$ cat src/rtl/ulpb_host_if_pkg.sv
// Shared widths and FSM encodings for the ulpb host-side layer controller.
package ulpb_host_if_pkg;

  localparam int ADDR_WIDTH = 8;
  localparam int DATA_WIDTH = 32;

  // state    | meaning
  // T_IDLE   | buffer accepts writes, waiting for GO
  // T_REQ    | word presented, waiting for node ACK
  // T_ACKLOW | REQ dropped, waiting for ACK to fall
  // T_RESP   | all words handed off (or failed), waiting SUCC/FAIL
  // T_CLR    | RESP_ACK sent, waiting for node to clear SUCC/FAIL
  typedef enum logic [2:0] {T_IDLE, T_REQ, T_ACKLOW, T_RESP, T_CLR} tx_state_t;

  // R_IDLE | waiting for RX_REQ
  // R_HOLD | word taken, ACK held until REQ falls
  typedef enum logic {R_IDLE, R_HOLD} rx_state_t;

endpackage

$ cat src/rtl/ulpb_host_if_fifo.sv
// Shift-register FIFO: head lives in entry 0 so the read port is a flop output.
module ulpb_host_if_fifo
  import ulpb_host_if_pkg::*;
#(
  parameter int WIDTH = 8,
  parameter int DEPTH = 4
) (
  input  logic             CLK,
  input  logic             RESET,
  input  logic             i_push,
  input  logic [WIDTH-1:0] i_din,
  input  logic             i_pop,
  output logic [WIDTH-1:0] o_dout,
  output logic             o_valid,
  output logic             o_full
);

  localparam int AW = $clog2(DEPTH);
  localparam int CW = AW + 1;

  logic [WIDTH-1:0] r_mem [DEPTH];
  logic [CW-1:0]    r_count;
  logic             r_valid;
  logic             r_full;

  logic             w_pop;
  logic             w_push;
  logic [AW-1:0]    w_wr_idx;
  logic [CW-1:0]    w_count_n;

  assign w_pop     = i_pop & r_valid;
  assign w_push    = i_push & (~r_full | w_pop);
  // when popping, the new word lands one slot lower because everything shifts down
  assign w_wr_idx  = r_count[AW-1:0] - AW'(w_pop);
  assign w_count_n = r_count + CW'(w_push) - CW'(w_pop);

  always_ff @(posedge CLK or negedge RESET) begin
    if (!RESET) begin
      for (int i = 0; i < DEPTH; i++) r_mem[i] <= '0;
      r_count <= '0;
      r_valid <= 1'b0;
      r_full  <= 1'b0;
    end else begin
      if (w_pop) begin
        for (int i = 0; i < DEPTH - 1; i++) r_mem[i] <= r_mem[i+1];
      end
      if (w_push) r_mem[w_wr_idx] <= i_din;
      r_count <= w_count_n;
      r_valid <= (w_count_n != '0);
      r_full  <= (w_count_n == CW'(DEPTH));
    end
  end

  assign o_dout  = r_mem[0];
  assign o_valid = r_valid;
  assign o_full  = r_full;

endmodule

$ cat src/rtl/ulpb_host_if.sv
// Host-side ulpb layer controller: sends buffered messages over the TX word
// handshake and collects received words into a FIFO the host drains.
module ulpb_host_if
  import ulpb_host_if_pkg::*;
#(
  parameter int TX_DEPTH = 4,
  parameter int RX_DEPTH = 4
) (
  input  logic                  CLK,
  input  logic                  RESET,
  input  logic                  HOST_TX_WR,
  input  logic [DATA_WIDTH-1:0] HOST_TX_WDATA,
  input  logic [ADDR_WIDTH-1:0] HOST_TX_ADDR,
  input  logic                  HOST_TX_GO,
  output logic                  HOST_TX_BUSY,
  output logic                  HOST_TX_DONE,
  output logic                  HOST_TX_ERR,
  output logic                  HOST_RX_VALID,
  output logic [ADDR_WIDTH-1:0] HOST_RX_ADDR,
  output logic [DATA_WIDTH-1:0] HOST_RX_DATA,
  output logic                  HOST_RX_LAST,
  input  logic                  HOST_RX_RD,
  output logic                  HOST_RX_OVF,
  input  logic                  HOST_RX_OVF_CLR,
  output logic [ADDR_WIDTH-1:0] TX_ADDR,
  output logic [DATA_WIDTH-1:0] TX_DATA,
  output logic                  TX_PEND,
  output logic                  TX_REQ,
  input  logic                  TX_ACK,
  input  logic                  TX_SUCC,
  input  logic                  TX_FAIL,
  output logic                  TX_RESP_ACK,
  input  logic [ADDR_WIDTH-1:0] RX_ADDR,
  input  logic [DATA_WIDTH-1:0] RX_DATA,
  input  logic                  RX_REQ,
  output logic                  RX_ACK,
  input  logic                  RX_PEND
);

  localparam int IW  = $clog2(TX_DEPTH);
  localparam int CW  = IW + 1;
  localparam int RXW = ADDR_WIDTH + DATA_WIDTH + 1;

  logic [DATA_WIDTH-1:0] r_buf [TX_DEPTH];

  tx_state_t             r_tx_state, w_tx_state;
  logic [CW-1:0]         r_cnt, w_cnt;
  logic [IW-1:0]         r_idx, w_idx;
  logic                  r_fail, w_fail;
  logic [ADDR_WIDTH-1:0] r_tx_addr, w_tx_addr;
  logic [DATA_WIDTH-1:0] r_tx_data, w_tx_data;
  logic                  r_tx_pend, w_tx_pend;
  logic                  r_tx_req, w_tx_req;
  logic                  r_resp_ack, w_resp_ack;
  logic                  r_busy, w_busy;
  logic                  r_done, w_done;
  logic                  r_err, w_err;
  logic                  w_buf_we;
  logic                  w_more;
  logic [IW-1:0]         w_idx_inc;

  assign w_idx_inc = r_idx + IW'(1);
  assign w_more    = (CW'(r_idx) + CW'(1)) < r_cnt;

  always_comb begin
    w_tx_state = r_tx_state;
    w_cnt      = r_cnt;
    w_idx      = r_idx;
    w_fail     = r_fail;
    w_tx_addr  = r_tx_addr;
    w_tx_data  = r_tx_data;
    w_tx_pend  = r_tx_pend;
    w_tx_req   = r_tx_req;
    w_resp_ack = 1'b0;
    w_busy     = r_busy;
    w_done     = 1'b0;
    w_err      = r_err;
    w_buf_we   = 1'b0;
    case (r_tx_state)
      T_IDLE: begin
        if (HOST_TX_GO && (r_cnt != '0)) begin
          w_tx_addr  = HOST_TX_ADDR;
          w_idx      = '0;
          w_fail     = 1'b0;
          w_err      = 1'b0;
          w_busy     = 1'b1;
          w_tx_data  = r_buf[0];
          w_tx_pend  = (r_cnt > CW'(1));
          w_tx_req   = 1'b1;
          w_tx_state = T_REQ;
        end else if (HOST_TX_WR && (r_cnt != CW'(TX_DEPTH))) begin
          w_buf_we = 1'b1;
          w_cnt    = r_cnt + CW'(1);
        end
      end
      T_REQ: begin
        if (TX_ACK || TX_FAIL) begin
          w_tx_req   = 1'b0;
          w_fail     = r_fail | TX_FAIL;
          w_tx_state = T_ACKLOW;
        end
      end
      T_ACKLOW: begin
        w_fail = r_fail | TX_FAIL;
        if (!TX_ACK) begin
          if (!w_fail && w_more) begin
            w_idx      = w_idx_inc;
            w_tx_data  = r_buf[w_idx_inc];
            w_tx_pend  = (CW'(r_idx) + CW'(2)) < r_cnt;
            w_tx_req   = 1'b1;
            w_tx_state = T_REQ;
          end else begin
            w_tx_state = T_RESP;
          end
        end
      end
      T_RESP: begin
        if (TX_SUCC || TX_FAIL) begin
          w_resp_ack = 1'b1;
          w_err      = TX_FAIL | r_fail;
          w_tx_state = T_CLR;
        end
      end
      T_CLR: begin
        if (!TX_SUCC && !TX_FAIL) begin
          w_done     = 1'b1;
          w_busy     = 1'b0;
          w_cnt      = '0;
          w_tx_pend  = 1'b0;
          w_tx_state = T_IDLE;
        end
      end
      default: w_tx_state = T_IDLE;
    endcase
  end

  always_ff @(posedge CLK or negedge RESET) begin
    if (!RESET) begin
      r_tx_state <= T_IDLE;
      r_cnt      <= '0;
      r_idx      <= '0;
      r_fail     <= 1'b0;
      r_tx_addr  <= '0;
      r_tx_data  <= '0;
      r_tx_pend  <= 1'b0;
      r_tx_req   <= 1'b0;
      r_resp_ack <= 1'b0;
      r_busy     <= 1'b0;
      r_done     <= 1'b0;
      r_err      <= 1'b0;
    end else begin
      r_tx_state <= w_tx_state;
      r_cnt      <= w_cnt;
      r_idx      <= w_idx;
      r_fail     <= w_fail;
      r_tx_addr  <= w_tx_addr;
      r_tx_data  <= w_tx_data;
      r_tx_pend  <= w_tx_pend;
      r_tx_req   <= w_tx_req;
      r_resp_ack <= w_resp_ack;
      r_busy     <= w_busy;
      r_done     <= w_done;
      r_err      <= w_err;
    end
  end

  // buffer contents are only meaningful below r_cnt, so no reset needed
  always_ff @(posedge CLK) begin
    if (w_buf_we) r_buf[r_cnt[IW-1:0]] <= HOST_TX_WDATA;
  end

  assign HOST_TX_BUSY = r_busy;
  assign HOST_TX_DONE = r_done;
  assign HOST_TX_ERR  = r_err;
  assign TX_ADDR      = r_tx_addr;
  assign TX_DATA      = r_tx_data;
  assign TX_PEND      = r_tx_pend;
  assign TX_REQ       = r_tx_req;
  assign TX_RESP_ACK  = r_resp_ack;

  rx_state_t        r_rx_state, w_rx_state;
  logic             r_rx_ack, w_rx_ack;
  logic             r_ovf, w_ovf;
  logic             w_ovf_set;
  logic             w_push;
  logic             w_fifo_full;
  logic             w_fifo_valid;
  logic [RXW-1:0]   w_head;

  always_comb begin
    w_rx_state = r_rx_state;
    w_rx_ack   = r_rx_ack;
    w_push     = 1'b0;
    w_ovf_set  = 1'b0;
    case (r_rx_state)
      R_IDLE: begin
        if (RX_REQ) begin
          if (!w_fifo_full) begin
            w_push     = 1'b1;
            w_rx_ack   = 1'b1;
            w_rx_state = R_HOLD;
          end else begin
            w_ovf_set = 1'b1;
          end
        end
      end
      R_HOLD: begin
        if (!RX_REQ) begin
          w_rx_ack   = 1'b0;
          w_rx_state = R_IDLE;
        end
      end
      default: w_rx_state = R_IDLE;
    endcase
    w_ovf = (r_ovf & ~HOST_RX_OVF_CLR) | w_ovf_set;
  end

  always_ff @(posedge CLK or negedge RESET) begin
    if (!RESET) begin
      r_rx_state <= R_IDLE;
      r_rx_ack   <= 1'b0;
      r_ovf      <= 1'b0;
    end else begin
      r_rx_state <= w_rx_state;
      r_rx_ack   <= w_rx_ack;
      r_ovf      <= w_ovf;
    end
  end

  ulpb_host_if_fifo #(
    .WIDTH (RXW),
    .DEPTH (RX_DEPTH)
  ) u_rx_fifo (
    .CLK     (CLK),
    .RESET   (RESET),
    .i_push  (w_push),
    .i_din   ({RX_ADDR, RX_DATA, ~RX_PEND}),
    .i_pop   (HOST_RX_RD),
    .o_dout  (w_head),
    .o_valid (w_fifo_valid),
    .o_full  (w_fifo_full)
  );

  assign RX_ACK        = r_rx_ack;
  assign HOST_RX_OVF   = r_ovf;
  assign HOST_RX_VALID = w_fifo_valid;
  assign HOST_RX_ADDR  = w_head[RXW-1 -: ADDR_WIDTH];
  assign HOST_RX_DATA  = w_head[DATA_WIDTH:1];
  assign HOST_RX_LAST  = w_head[0];

endmodule

$ cat config.mk
export PLATFORM = sky130hd
export DESIGN_NAME = ulpb_host_if
export DESIGN_NICKNAME = d
export VERILOG_FILES = /design/src/rtl/ulpb_host_if_pkg.sv /design/src/rtl/ulpb_host_if_fifo.sv /design/src/rtl/ulpb_host_if.sv
export SDC_FILE = /design/constraint.sdc
export NUM_CORES = 1
export LEC_CHECK = 0
export BUFFER_PORTS_ARGS = -buffer_cell sky130_fd_sc_hd__buf_2
export CAP_MARGIN = 20
export CORE_ASPECT_RATIO = 1.1
export CORE_MARGIN = 2
export CORE_UTILIZATION = 60
export DETAILED_ROUTE_END_ITERATION = 10
export PLACE_DENSITY = 0.89
export SYNTH_ARGS = -nofsm -noshare
export SYNTH_HDL_FRONTEND = slang
export SYNTH_HIERARCHICAL = 1
export SYNTH_SLANG_ARGS = --single-unit
$ cat constraint.sdc
create_clock -name CLK -period 4.85 [get_ports CLK]
set_input_delay 0.7275 -clock CLK [delete_from_list [all_inputs] [get_ports CLK]]
set_output_delay 0.7275 -clock CLK [all_outputs]
set_load 0.01 [all_outputs]
==> PnR_summary.wiki, run 1 <==
{| class="wikitable"
! Metric !! Value
|-
| Number of setup violations in the final report || 0
|-
| Via density per instance || 5.81
|-
| Fin cells || 1,662
|-
| I/O pin count || 181
|-
| Max Fclk || 315 MHz
|-
| Unrepaired setup endpoints after global routing || false
|-
| Die area || 27,000 µm²
|-
| Post-Syn Nets || 1,262
|-
| Clock buffer count from CTS || 37
|-
| Post-route met1 wirelength || 12.7 mm
|-
| Tot GR Track Use || 0.238
|-
| Total number of vias || 9,651
|-
| Ys Warns || 6
|-
| Unique masters post-synth || 55
|-
| Predominant post-synthesis flop cell || dfrtp_1
|-
| Critical path data required time || approximately 5.3 ns
|-
| Post-CTS Setup Repair Bufs || 0
|-
| Clock tree sinks || 355
|-
| Post-synthesis instance total || between 1,000 and 1,500
|-
| Yosys reg bits || 355
|-
| Fraction of final layout cells sized beyond drive strength 1 || 0.319
|-
| Synth-to-Final Area Change || 13.8%
|-
| First-pass GRT wire length || slightly above 50 mm
|-
| Portion of the clock cycle consumed by the worst path in the final layout || 0.655
|-
| Residual DRC count || 0
|-
| Slew at the pin closest to its max-slew limit || roughly 0.9 ns
|-
| Number of cells in the design after placement || 1,590
|-
| Antenna violation net count after detailed routing || 0
|-
| Peak ir drop on the vdd network || 0.453 mV
|-
| Setup total negative slack || 0 ns
|-
| Number of enable flip-flop cells after synthesis || 128
|-
| Result of the run || complete, no violations
|-
| Std-Cell Rows || 61
|-
| Initial DRC count || 891
|-
| Final weighted congestion of routability-driven global placement || 0.804
|-
| Mapped Avg Cell Area || 13.3 µm²
|-
| Library cell used as clock root buffer || clkbuf_16
|-
| Arr. time, crit path || 3.59 ns
|-
| Worst-Skew Late Latency || approximately 0.53 ns
|-
| Type of the tightest min-delay check || input pin to asynchronous set/reset pin
|-
| Pwr Density || 637 nW/µm²
|-
| CP startpoint kind || flip-flop
|-
| Max-slew violation count || 0
|-
| Leftover overflow at the end of global routing || 0
|-
| Post-synthesis sequential area ratio || 0.618
|-
| Initial cell density of the core || 0.610
|-
| Clock-pin transition on the worst setup and hold timing paths || 0.06 ns
|-
| Count of instances resized after the clock tree is built || 0
|-
| Via count of the first global-routing pass || approximately 10,000
|-
| Normalized max-slew margin || 0.411
|-
| Max clock buf depth || 3
|-
| Number of port buffers || 180
|-
| Leak pwr || 0.00748 µW
|-
| Classification of the worst setup path || flip-flop to flip-flop
|-
| Number of antenna violations at the first check in global routing || 8
|-
| Time the final worst path needs with I/O delays and setup || 3.18 ns
|-
| Number of iterations in the first detailed-routing pass || 5
|-
| Drt wl/cell || 19.3 µm
|-
| Hold Buf Count CTS || 0
|-
| Post-Route Skew || between 0.015 and 0.02 ns
|-
| Final wirelength || 32.0 mm
|-
| Area of the mapped netlist || 15,400 µm²
|-
| Endpoints failing hold || 0
|-
| Highest net fanout along the worst path || 71
|-
| Final worst setup slack || 1.67 ns
|-
| Minimum setup slack after placement || 1.34 ns
|-
| Fill count || 1,629
|-
| Clock tree from TritonCTS || yes
|-
| H-tree depth reported by CTS || 2
|-
| Critical path endpoint category || flip-flop
|-
| Number of cells traversed by the worst register-to-register path || 8
|-
| Die Y || 172 µm
|-
| Maximum number of pins on one net before global-route repair || 117
|-
| Met3 wire len || 2.19 mm
|-
| Met2 routed wirelength || 16.2 mm
|-
| Final nets || 1,386
|-
| Uppermost layer routed || met5
|-
| Core Region || 25,300 µm²
|-
| Proportion of synthesized flip-flops having asynchronous set or reset || 0.639
|-
| Die X || between 150 and 200 µm
|-
| Max-cap violations || 0
|-
| Detailed placer's ending HPWL || 18.8 mm
|}
## worst max-delay path, stage by stage (launching register included)
cell and delay [ns]:
dfrtp_1 0.47, nand2_8 0.41, or2_2 0.48, ha_1 0.31, nand2b_1 0.24, a21oi_4 0.60, buf_12 0.33, nand2_1 0.11
o21ai_0 0.11
## final timing paths
kind	endpoint	from	slack [ns]
setup reg to reg	u_rx_fifo/o_dout[23]	u_rx_fifo/o_valid	1.67
max in group asynchronous	r_idx[0]	RESET	3.58
min in group CLK	r_buf[2][26]	HOST_TX_WDATA[26]	0.41
hold / removal	u_rx_fifo/r_mem[58]	RESET	0.25
hold reg to reg	RX_ACK	r_rx_state	0.47
setup / recovery	u_rx_fifo/o_dout[23]	u_rx_fifo/o_valid	1.67
## power by group
part | switching (µW) | internal (µW) | leakage, µW
combinational | 1990 | 1580 | 0.00292
clock | 1160 | 1720 | 0.000621
sequential | 593 | 4140 | 0.00393
## stage by stage
step	cell area (µm²)	hold WS, ns	util	total power [µW]
2_1_floorplan	15400	0.432	-	7400
3_3_place_gp	16300	0.446	0.644	8060
3_5_place_dp	16300	0.464	0.644	8280
4_1_cts	17500	0.307	0.694	11200
5_1_grt	17500	0.314	0.694	11800
6_report	17500	0.252	0.694	11200
## cell type report
class / instances / area (µm²) / area share
Antenna cell: 4 / 10.0 / 0.000571
Clock buffer: 52 / 1070 / 0.0612
Clock inverter: 16 / 188 / 0.0107
Inverter: 46 / 173 / 0.00985
Multi-Input combinational cell: 649 / 5060 / 0.288
Sequential cell: 355 / 9530 / 0.543
Tap cell: 346 / 433 / 0.0247
Timing Repair Buffer: 194 / 1080 / 0.0615
## cell usage after synthesis (all sizes together), types with 11 or more instances
cell type	count	share of area
nor2	44	0.012
nand2	96	0.024
edfxtp	128	0.25
inv	46	0.011
mux2	134	0.098
o221ai	32	0.025
a21oi	42	0.014
mux2i	119	0.077
o21ai	123	0.044
clkbuf	26	0.0067
buf	83	0.038
dfrtp	227	0.37
ha	11	0.0089
## layout by cell type (no fill, tap or decap), drive strengths merged, types with 5 or more instances in the layout
cell type,n
ha,11
inv,48
buf,194
edfxtp,128
nand2,96
o221ai,32
mux2i,119
dfrtp,227
a21oi,42
mux2,134
clkinv,11
nor3,5
clkbuf,52
nor2,44
o21ai,123
## kinds of logic (layout without fill, tap and decap cells)
kind of cell | Yosys count | after routing | share of synthesized area
AOI/OAI and AO/OA | 213 | 213 | 0.0915
xor gates and xnor gates | 3 | 3 | 0.00171
adders and majority gates | 12 | 12 | 0.0102
buffers and inverters | 155 | 308 | 0.0563
DFF | 355 | 355 | 0.618
muxes | 253 | 253 | 0.175
other | 0 | 4 | 0
and+or+nand+nor | 168 | 168 | 0.0468
## per-layer routing
layer | GRT usage | vias up
met2 | 0.399 | 347
li1 | - | 4353
met1 | 0.306 | 4852
met3 | 0.0526 | 89
met5 | 0 | -
met4 | 0.0909 | 10
(Power assumes the default switching activity.)
==> inputs of run 2 (changes only) <==
--- a/config.mk
+++ b/config.mk
@@ -9,9 +9,9 @@
 export CAP_MARGIN = 20
 export CORE_ASPECT_RATIO = 1.1
 export CORE_MARGIN = 2
-export CORE_UTILIZATION = 60
+export CORE_UTILIZATION = 53
 export DETAILED_ROUTE_END_ITERATION = 10
-export PLACE_DENSITY = 0.89
+export PLACE_DENSITY = 0.83
 export SYNTH_ARGS = -nofsm -noshare
 export SYNTH_HDL_FRONTEND = slang
 export SYNTH_HIERARCHICAL = 1
==> constraint.sdc (replaced) <==
create_clock -name CLK -period 2.67 [get_ports CLK]
set_input_delay 0.4005 -clock CLK [delete_from_list [all_inputs] [get_ports CLK]]
set_output_delay 0.4005 -clock CLK [all_outputs]
set_load 0.01 [all_outputs]
==> run 2 against run 1 <==
- die area rose by 13%
- cell area rose by 1.3%
- hold slack worse by 0.17 ns
- critical path depth is 1 lower
- clock power rose by 82%
- global-route usage is 4.1 points lower
- setup slack worse by 1.4 ns
- first-iteration DRC count fell by 36%
- critical path type unchanged
- largest cell class unchanged
==> PnR_summary.wiki, run 2 (synthesis gave the netlist of run 1 again) <==
{| class="wikitable"
! Metric !! Value
|-
| Time the final worst path needs with I/O delays and setup || 2.38 ns (-0.793 ns)
|-
| Sw frac || 0.326 (-0.00853)
|-
| Synth-to-Final Area Change || 15.3%
|-
| Antenna violation net count after detailed routing || 0 (unchanged)
|-
| Die Y || 183 µm (+6.2%)
|-
| Residual DRC count || 0 (unchanged)
|-
| Clock tree sinks || 355 (unchanged)
|-
| Detailed placer's ending HPWL || 18.5 mm (-1.7%)
|-
| Clock buffer count from CTS || 36 (-2.7%)
|-
| Pwr Density || 1140 nW/µm² (+79%)
|-
| Combined area of the multi-input logic cells || 5060 µm² (unchanged)
|-
| CP startpoint kind || flip-flop
|-
| I/O pin count || 181 (unchanged)
|-
| Die X || 167 µm (+6.2%)
|-
| Number of antenna violations at the first check in global routing || 3 (-5)
|-
| Clock-pin transition on the worst setup and hold timing paths || 0.06 ns (about the same)
|-
| Library cell used as clock root buffer || clkbuf_16
|-
| Post-CTS Setup Repair Bufs || 0 (unchanged)
|-
| Met2 routed wirelength || 15.2 mm (-6.2%)
|-
| Power share of the clock group || 0.258 (about the same)
|-
| Cell Int Power || 13,700 µW (+84%)
|-
| Leftover overflow at the end of global routing || 0 (unchanged)
|-
| Final weighted congestion of routability-driven global placement || 0.813 (+1.1%)
|-
| Fill count || 2,074 (+27%)
|-
| Number of setup violations in the final report || 0 (unchanged)
|-
| Highest net fanout along the worst path || 41 (-42%)
|-
| Final wirelength || 30.0 mm (-6.4%)
|-
| Cell area after layout || 17,800 µm² (+1.3%)
|-
| Leading cell type in the layout, fill and taps excluded || dfrtp_1
|-
| Max-slew violation count || 0 (unchanged)
|-
| Post-Route Skew || 0.0260 ns (+0.00647 ns)
|-
| Portion of the clock cycle consumed by the worst path in the final layout || 0.893 (+0.238)
|-
| Result of the run || complete, no violations
|-
| Core Region || 28,600 µm² (+13%)
|-
| Count of instances resized after the clock tree is built || 0 (unchanged)
|-
| Uppermost layer routed || met4
|-
| Drt wl/cell || 17.7 µm (-8.4%)
|-
| Hold Buf Count CTS || 1 (+1)
|-
| Slew at the pin closest to its max-slew limit || 0.887 ns (+0.00362 ns)
|-
| Final nets || 1,402 (+1.2%)
|-
| Minimum setup slack after placement || 0.204 ns (-1.14 ns)
|-
| Peak ir drop on the vdd network || 0.923 mV (+100%)
|-
| Via count of the first global-routing pass || 9,720 (-2.4%)
|-
| Sequential power share || 0.420 (-0.003)
|-
| Number of iterations in the first detailed-routing pass || 5 (unchanged)
|-
| Clock tree from TritonCTS || yes
|-
| Classification of the worst setup path || flip-flop to flip-flop
|-
| Unrepaired setup endpoints after global routing || false
|-
| Max clock buf depth || 3 (unchanged)
|-
| Critical path endpoint category || flip-flop
|-
| Total number of vias || 9,357 (-3.0%)
|-
| Leak pwr || 0.00757 µW (+1.3%)
|-
| Final worst setup slack || 0.285 ns (-1.39 ns)
|-
| Tot GR Track Use || 0.197 (-0.0406)
|-
| Max-cap violations || 0 (unchanged)
|-
| Via density per instance || 5.51 (-5.2%)
|-
| Post-route met1 wirelength || 12.5 mm (-1.8%)
|-
| Maximum number of pins on one net before global-route repair || 124 (+6.0%)
|-
| Initial DRC count || 567 (-36%)
|-
| Switching power || 6620 µW (+77%)
|-
| Endpoints failing hold || 0 (unchanged)
|-
| FF+latch area || 9530 µm² (unchanged)
|-
| Critical path data required time || 3.06 ns (-2.21 ns)
|-
| Type of the tightest min-delay check || input pin to flip-flop
|-
| Initial cell density of the core || 0.538 (-0.0717)
|-
| Max Fclk || 419 MHz (+33%)
|-
| Std-Cell Rows || 65 (+6.6%)
|-
| Normalized max-slew margin || 0.409 (-0.00242)
|-
| H-tree depth reported by CTS || 2 (unchanged)
|-
| Post-placement cell area || 16,500 µm² (+1.4%)
|-
| Hold WS || 0.0850 ns (-0.167 ns)
|-
| Setup total negative slack || 0 ns (unchanged)
|-
| Worst-Skew Late Latency || 0.53 ns (about the same)
|-
| First-pass GRT wire length || 49.3 mm (-3.1%)
|-
| Number of port buffers || 180 (unchanged)
|-
| Most used cells in the layout excluding fill and tap cells || dfrtp_1 (226), buf_2 (179), edfxtp_1 (128), mux2_2 (122), mux2i_1 (119)
|-
| Die area || 30,500 µm² (+13%)
|-
| Met3 wire len || 1.75 mm (-20%)
|-
| Fraction of final layout cells sized beyond drive strength 1 || 0.327 (+0.00846)
|-
| Arr. time, crit path || 2.77 ns (-0.82 ns)
|-
| Combinational share of power || 0.322 (+0.003)
|}
## run 2: area by class of cell
| type | instances | share of cell area |
|---|---|---|
| Tap cell | 368 | 0.0259 |
| Sequential cell | 355 | 0.536 |
| Multi-Input combinational cell | 649 | 0.285 |
| Timing Repair Buffer | 211 | 0.0729 |
| Clock inverter | 16 | 0.0138 |
| Antenna cell | 4 | 0.000563 |
| Clock buffer | 50 | 0.0565 |
| Inverter | 46 | 0.00972 |
## run 2: per-stage QoR
step | utilization | cells | power, µW
2_1_floorplan | - | 1159 | 13400
3_3_place_gp | 0.576 | 1628 | 14800
3_5_place_dp | 0.576 | 1628 | 15200
4_1_cts | 0.620 | 1695 | 20500
5_1_grt | 0.620 | 1695 | 21500
6_report | 0.621 | 1699 | 20300
## run 2: worst paths after layout
path                                         from                    to  slack [ns]  cells past startpoint
worst min-delay path            HOST_TX_WDATA[15]          r_buf[0][15]        0.08                      1
max in group asynchronous                   RESET  u_rx_fifo/r_mem[107]        1.34                      3
worst max-delay path            u_rx_fifo/o_valid  u_rx_fifo/r_mem[108]        0.29                      7
min in group asynchronous                   RESET  u_rx_fifo/o_dout[21]        0.46                      2
worst min register to register         r_rx_state                RX_ACK        0.48                      1
worst max register to register  u_rx_fifo/o_valid  u_rx_fifo/r_mem[108]        0.29                      7
## run 2: layer usage
layer | global-route usage | vias to the layer above
met5 | 0 | -
met4 | 0.0538 | 0
met3 | 0.0423 | 53
met2 | 0.346 | 256
met1 | 0.250 | 4667
li1 | - | 4381
## run 2: power groups by stage
stage,clock network [µW],registers [µW],logic [µW]
after detailed placement,0,8600,6560
after CTS,5340,8530,6620
after floorplan,0,8450,5000
after global placement,0,8500,6300
after global routing,5550,8740,7230
final,5230,8540,6550
## run 2: critical path, stage by stage, from the launching register on
cell      delay (ns)
dfrtp_1         0.49
nand2_8         0.09
or2_2           0.33
ha_1            0.30
nand2b_1        0.24
nor2_4          0.16
buf_12          0.27
mux2_2          0.37
